==> config.mk <==
export PLATFORM = sky130hd
export DESIGN_NAME = rv32_fetch_pc
export DESIGN_NICKNAME = d
export VERILOG_FILES = /design/src/rtl/rv32_fetch_pc.sv
export SDC_FILE = /design/constraint.sdc
export NUM_CORES = 1
export LEC_CHECK = 0
export ABC_AREA = 1
export BUFFER_PORTS_ARGS = -buffer_cell sky130_fd_sc_hd__buf_4
export CELL_PAD_IN_SITES_DETAIL_PLACEMENT = 1
export CELL_PAD_IN_SITES_GLOBAL_PLACEMENT = 1
export CORE_UTILIZATION = 40
export DETAILED_ROUTE_END_ITERATION = 8
export GPL_ROUTABILITY_DRIVEN = 0
export HOLD_SLACK_MARGIN = 0.02
export PLACE_DENSITY_LB_ADDON = 0.1
export SKIP_LAST_GASP = 1
export SLEW_MARGIN = 30
export SYNTH_ARGS = -nofsm -noshare
export SYNTH_HDL_FRONTEND = slang
export SYNTH_SLANG_ARGS = --single-unit
==> constraint.sdc <==
create_clock -name clk -period 2.7 [get_ports clk]
set_input_delay 0.54 -clock clk [delete_from_list [all_inputs] [get_ports clk]]
set_output_delay 0.54 -clock clk [all_outputs]
set_load 0.1 [all_outputs]
==> src/rtl/rv32_fetch_pc.sv <==
// RV32 fetch stage: owns the architectural PC, fetches over req/gnt/rvalid.
// One outstanding request, one-entry output slot, redirect with flush.
module rv32_fetch_pc #(
    parameter int unsigned     XLEN      = 32,
    parameter logic [XLEN-1:0] RESET_PC  = '0,
    parameter logic [31:0]     NOP_INSTR = 32'h0000_0013
) (
    input  logic            clk,
    input  logic            rst_n,
    input  logic            rv32_has_new_pc,
    input  logic [XLEN-1:0] rv32_next_pc_val,
    input  logic            rv32_dec_ready,
    output logic            imem_req,
    output logic [XLEN-1:0] imem_addr,
    input  logic            imem_gnt,
    input  logic            imem_rvalid,
    input  logic [31:0]     imem_rdata,
    output logic            rv32_instr_valid,
    output logic [31:0]     rv32_instr,
    output logic [XLEN-1:0] rv32_instr_pc,
    output logic            rv32_fetch_misalign
);

    typedef enum logic [1:0] {
        ST_IDLE,
        ST_REQ,
        ST_WAIT
    } state_t;

    localparam logic [XLEN-1:0] PC_STEP = XLEN'(4);

    state_t          state_q;
    state_t          state_d;
    logic [XLEN-1:0] pc_q;
    logic [XLEN-1:0] inflight_pc_q;
    logic            drop_q;
    logic            valid_q;
    logic [31:0]     instr_q;
    logic [XLEN-1:0] instr_pc_q;
    logic            misalign_q;

    logic            redirect;
    logic [XLEN-1:0] redir_pc;
    logic            slot_free;
    logic            fire;
    logic            resp;
    logic            fill;

    assign redirect  = rv32_has_new_pc;
    assign redir_pc  = {rv32_next_pc_val[XLEN-1:2], 2'b00};
    assign slot_free = !valid_q || rv32_dec_ready;
    assign fire      = imem_req && imem_gnt;
    assign resp      = (state_q == ST_WAIT) && imem_rvalid;
    assign fill      = resp && !drop_q && !redirect;

    // State register
    always_ff @(posedge clk or negedge rst_n) begin
        if (!rst_n) begin
            state_q <= ST_IDLE;
        end else begin
            state_q <= state_d;
        end
    end

    // Next-state: IDLE lasts one cycle, REQ until granted, WAIT until data
    always_comb begin
        state_d = state_q;
        unique case (state_q)
            ST_IDLE: state_d = ST_REQ;
            ST_REQ:  if (fire) state_d = ST_WAIT;
            ST_WAIT: if (imem_rvalid) state_d = ST_REQ;
            default: state_d = ST_IDLE;
        endcase
    end

    // Outputs: request only when the response will find the slot free
    always_comb begin
        imem_req = 1'b0;
        if (state_q == ST_REQ) begin
            imem_req = slot_free;
        end
    end

    assign imem_addr = pc_q;

    // PC: redirect wins over the sequential +4 advance
    always_ff @(posedge clk or negedge rst_n) begin
        if (!rst_n) begin
            pc_q          <= RESET_PC;
            inflight_pc_q <= RESET_PC;
        end else begin
            if (fire) begin
                inflight_pc_q <= pc_q;
            end
            if (redirect) begin
                pc_q <= redir_pc;
            end else if (fire) begin
                pc_q <= pc_q + PC_STEP;
            end
        end
    end

    // Drop flag: marks the single in-flight response as wrong-path
    always_ff @(posedge clk or negedge rst_n) begin
        if (!rst_n) begin
            drop_q <= 1'b0;
        end else if (resp) begin
            drop_q <= 1'b0;
        end else if (redirect && (fire || state_q == ST_WAIT)) begin
            drop_q <= 1'b1;
        end
    end

    // Output slot: flush on redirect, fill on good data, empty on handoff
    always_ff @(posedge clk or negedge rst_n) begin
        if (!rst_n) begin
            valid_q    <= 1'b0;
            instr_q    <= NOP_INSTR;
            instr_pc_q <= RESET_PC;
        end else if (redirect) begin
            valid_q <= 1'b0;
            instr_q <= NOP_INSTR;
        end else if (fill) begin
            valid_q    <= 1'b1;
            instr_q    <= imem_rdata;
            instr_pc_q <= inflight_pc_q;
        end else if (valid_q && rv32_dec_ready) begin
            valid_q <= 1'b0;
            instr_q <= NOP_INSTR;
        end
    end

    // Misalign pulse follows each redirect with a non-word target
    always_ff @(posedge clk or negedge rst_n) begin
        if (!rst_n) begin
            misalign_q <= 1'b0;
        end else begin
            misalign_q <= redirect && (rv32_next_pc_val[1:0] != 2'b00);
        end
    end

    assign rv32_instr_valid    = valid_q;
    assign rv32_instr          = instr_q;
    assign rv32_instr_pc       = instr_pc_q;
    assign rv32_fetch_misalign = misalign_q;

endmodule

* Yosys cells after proc, flatten, opt, wreduce, memory -nomap -nowiden
Index checks and enable logic that the tools add are counted.
Storage, ports and cells: bits of input ports 70, output and inout bits 99, word-level logic and storage cells 47, register bits after elaboration 133
Cells by class: reduce and logical (&&, ||, !) cells 19, equality and inequality tests 4, bitwise operators 1, add/subtract/negate cells 1, mux-type cells 14
Operators with widths (number):
- $mux W32 | 5
- $add A32 B3 Y32 const B | 1
- $logic_and A1 B1 Y1 | 7
- $mux W1 | 6
- $pmux W2 S3 | 1
- $reduce_bool A2 Y1 | 3
- $mux W2 | 2
- $ne A2 B2 Y1 const B | 2
- $reduce_and A2 Y1 | 2
- $logic_not A1 Y1 | 3
- $reduce_bool A3 Y1 | 1
- $eq A2 B1 Y1 const B | 1
- $eq A2 B2 Y1 const B | 1
- $logic_not A2 Y1 | 1
- $logic_or A1 B1 Y1 | 2
- $not A1 Y1 | 1

* Logic depth before layout (Yosys ltp)
depth after elaboration 8, mapped depth 9, depth with buffers taken out 9

* Worst setup path after synthesis
Ideal clock, no wire load.
path type flip-flop to output port, from reg valid_q, in the netlist rv32_instr_valid, to out imem_req, arrival 1.734 ns, stages on the path, launching flop included 3, data required time 2.160 ns, slack 0.426 ns, buffers on the path 0, cells stage by stage dfrtp_1 > nand2_1 > and2_1
Between the ends: longest elaborated chain between the ends 3
Ends and longest elaborated chain:
- from (decl) | RTL line 37 | logic valid_q;
- from (signal assigned) | RTL line 117 | valid_q <= 1'b0;
- from (signal assigned) | RTL line 121 | valid_q <= 1'b0;
- from (signal assigned) | RTL line 124 | valid_q <= 1'b1;
- $logic_not A1 Y1 | RTL line 51 | assign slot_free = !valid_q || rv32_dec_ready;
- $logic_or A1 B1 Y1 | RTL line 51
- $mux W1 | RTL line 79 | if (state_q == ST_REQ) begin
- to (decl) | RTL line 13 | output logic imem_req,
No other way between the ends.

* Final worst setup path
from reg state_q[1], to out imem_req
Between the ends: longest elaborated chain between the ends 2
Ends and longest elaborated chain:
- from (decl) | RTL line 32 | state_t state_q;
- from (signal assigned) | RTL line 61 | state_q <= state_d;
- $eq A2 B1 Y1 | RTL line 79
- $mux W1 | RTL line 79
No other way between the ends.

==> impl_metrics.env <==
export IMPL_worst_pin_slew_ns=0.695
export IMPL_ys_top_cells_by_count="228 x nand2_1, 124 x dfrtp_1, 101 x nand3_1"
export IMPL_synthArstFlopShare_pct=100
export IMPL_grt_setup_unrepaired="no"
export IMPL_totalWireLength_um=17500
export IMPL_seq_area_frac_synth_pct=53.5
export IMPL_grt_max_degree=63
export IMPL_grt_ovfl_total=0
export IMPL_power_density_nw_per_um2=1050
export IMPL_rr_worst_depth=8
export IMPL_worstSetupPathType="reg2out"
export IMPL_critPathLaunch="state_q[1]"
export IMPL_avgRoutedWirePerCell_um=15.8
export IMPL_initial_core_util_pct=40.9
export IMPL_finalNonFillerCells=1108
export IMPL_final_layout_size_suffix_gt1_share_pct=23.7
export IMPL_cts_tree="built"
export IMPL_ff2ff_setup_slack_ns=0.89
export IMPL_io_pins=169
export IMPL_finalSetupTns_ns=0
export IMPL_startpoint_type="register"
export IMPL_endpoint_kind="primary output"
export IMPL_gr_usage_all_layers_pct=24.0
export IMPL_synth_edf_count=0
export IMPL_worst_slack_ns=0.747
export IMPL_fin_crit_sh_pct=72.4
export IMPL_die_w_um=124
export IMPL_drc=0
export IMPL_met1_length_um=7970
export IMPL_cts_buffers=17
export IMPL_hold_ws_ns=0.164
export IMPL_wl_met2_um=8330
export IMPL_synth_area_sq_um=5950
export IMPL_synth_area_leaders="dfrtp_1 52%, nand2_1 14%, nand3_1 8.5%, o21ai_0 7.3%, inv_1 5.9%"
export IMPL_ys_types=28
export IMPL_seqCellArea_sq_um=3180
export IMPL_syn_to_final_growth_pct=33.0
export IMPL_nNetsFinal=982
export IMPL_cts_clk_slew_worst_paths_ns=0.05
export IMPL_cap_violations=0
export IMPL_ctsHoldBuffers=0
export IMPL_min_period_ns=1.95
export IMPL_row_count=44
export IMPL_pre_cts_ws_ns=0.573
export IMPL_cts_sinks=127
export IMPL_holdCritPathClass="in2async"
export IMPL_dp_cells=1076
export IMPL_routed_via_density=5.03
export IMPL_cts_root_buffer="clkbuf_16"
export IMPL_worst_clock_skew_ns=0.00681
export IMPL_critPathArrivalTime_ns=1.41
export IMPL_route_met3_wl_um=950
export IMPL_r2r_end="imem_addr[30]"
export IMPL_ys_seq_elements=127
export IMPL_irDropWorstVdd_v=0.000543
export IMPL_vias=5570
export IMPL_clockBufferDepth=2
export IMPL_report_final_slew_viol_count=0
export IMPL_core_area_sq_um=14500
export IMPL_diodes=0
export IMPL_crit_required_ns=2.16
export IMPL_hold_viol=0
export IMPL_fmax_mhz=512
export IMPL_grt_pass1_wl_um=28200
export IMPL_cp_max_fo=3
export IMPL_fillCellCount=1737
export IMPL_setup_viol=0
export IMPL_timing_rr_start="imem_addr[2]"
export IMPL_drtPass1Iterations=4
export IMPL_finalPower_uw=8280
export IMPL_top_layer="met4"
export IMPL_yosys_most_used_dff="dfrtp_1"
export IMPL_post_cts_buffers=0
export IMPL_yosysTopAreaCellShare_pct=52.1
export IMPL_postSynthAreaPerCell_sq_um=7.92
export IMPL_antenna_found_initial=0
export IMPL_grt_pass1_vias=5596
export IMPL_status="complete, no violations"
export IMPL_dieArea_sq_um=15400
export IMPL_die_y_um=124
export IMPL_clk_insertion_delay_late_ns=0.42
export IMPL_drt_initial_drc_count=191
export IMPL_p_leak_uw=0.00400
export IMPL_multi_input_area_sq_um=2250
export IMPL_port_buffers=164
export IMPL_cts_resized=0
export IMPL_relSlewSlack_pct=53.6
export IMPL_yosysMostFrequentCell="nand2_1"
export IMPL_hpwl_um=12700
export IMPL_syn_inst=751
export IMPL_synth_largest_area_cell="dfrtp_1"
export IMPL_htreeDepth=4
export IMPL_antenna_left=0
export IMPL_synth_warnings=0
-- cell type report --
| cell class | instances | area share [%] |
|---|---|---|
| clock inverters | 8 | 0.696 |
| inverters | 93 | 4.41 |
| clock buffers | 24 | 6.47 |
| well taps | 184 | 2.91 |
| flip-flops and latches | 127 | 40.2 |
| multi-input cells | 497 | 28.4 |
| repair buffers | 175 | 16.9 |
-- per-stage QoR --
stage               utilization, %  area (sq um)
floorplan                        -          5960
finish                        54.5          7910
global route                  54.5          7910
detailed placement            50.6          7350
CTS                           54.5          7910
global placement              50.6          7350
-- flip-flops by register name, indices dropped and copies added (netlist names) --
signal and flops:
drop_q 1, imem_addr 30, inflight_pc_q 30, rv32_fetch_misalign 1
rv32_instr 32, rv32_instr_pc 30, rv32_instr_valid 1, state_q 2
-- worst max-delay path by stage --
stage	to	slack (ns)
floorplan	imem_req	0.43
global placement	imem_addr[4]	0.63
detailed placement	imem_addr[4]	0.57
CTS	imem_req	0.72
global route	imem_req	0.63
finish	imem_req	0.75
-- worst max-delay path, cell delays in order (launching register included) --
cell	delay (ns)
dfrtp_1	0.40
nor2_1	0.16
and2_1	0.15
buf_4	0.29
-- per-layer routing --
metal	up-vias	track usage [%]
met2	152	38.7
met4	0	8.85
li1	2691	-
met3	22	4.53
met5	-	0
met1	2705	32.2
-- power by group --
group | internal [uW] | switching [uW] | leakage (uW)
Clock | 1310 | 831 | 0.000263
Sequential | 2360 | 373 | 0.00165
Combinational | 698 | 2700 | 0.00209
-- cells in the final DEF (no fill, tap or decap), types with 2 or more instances in the layout --
master / instances
a21oi_1: 2
and2_1: 3
buf_12: 2
buf_4: 173
clkbuf_16: 17
clkbuf_8: 6
clkinv_2: 2
clkinvlp_4: 6
conb_1: 4
dfrtp_1: 124
dfstp_2: 3
inv_1: 92
nand2_1: 228
nand3_1: 101
nor2_1: 38
nor2_2: 6
o211ai_1: 4
o21ai_0: 87
o21bai_1: 6
o22ai_1: 3
xor2_1: 6
-- cells by family after synthesis --
group | after synthesis | synth area share (%)
fa+ha+maj | 1 | 0.210
compound gates | 104 | 9.29
other cells | 1 | 0.0630
xor+xnor | 7 | 1.03
flops | 127 | 53.5
simple gates | 381 | 27.0
buf+inv | 130 | 8.96
Note: power is estimated with default switching activity, not from simulation.
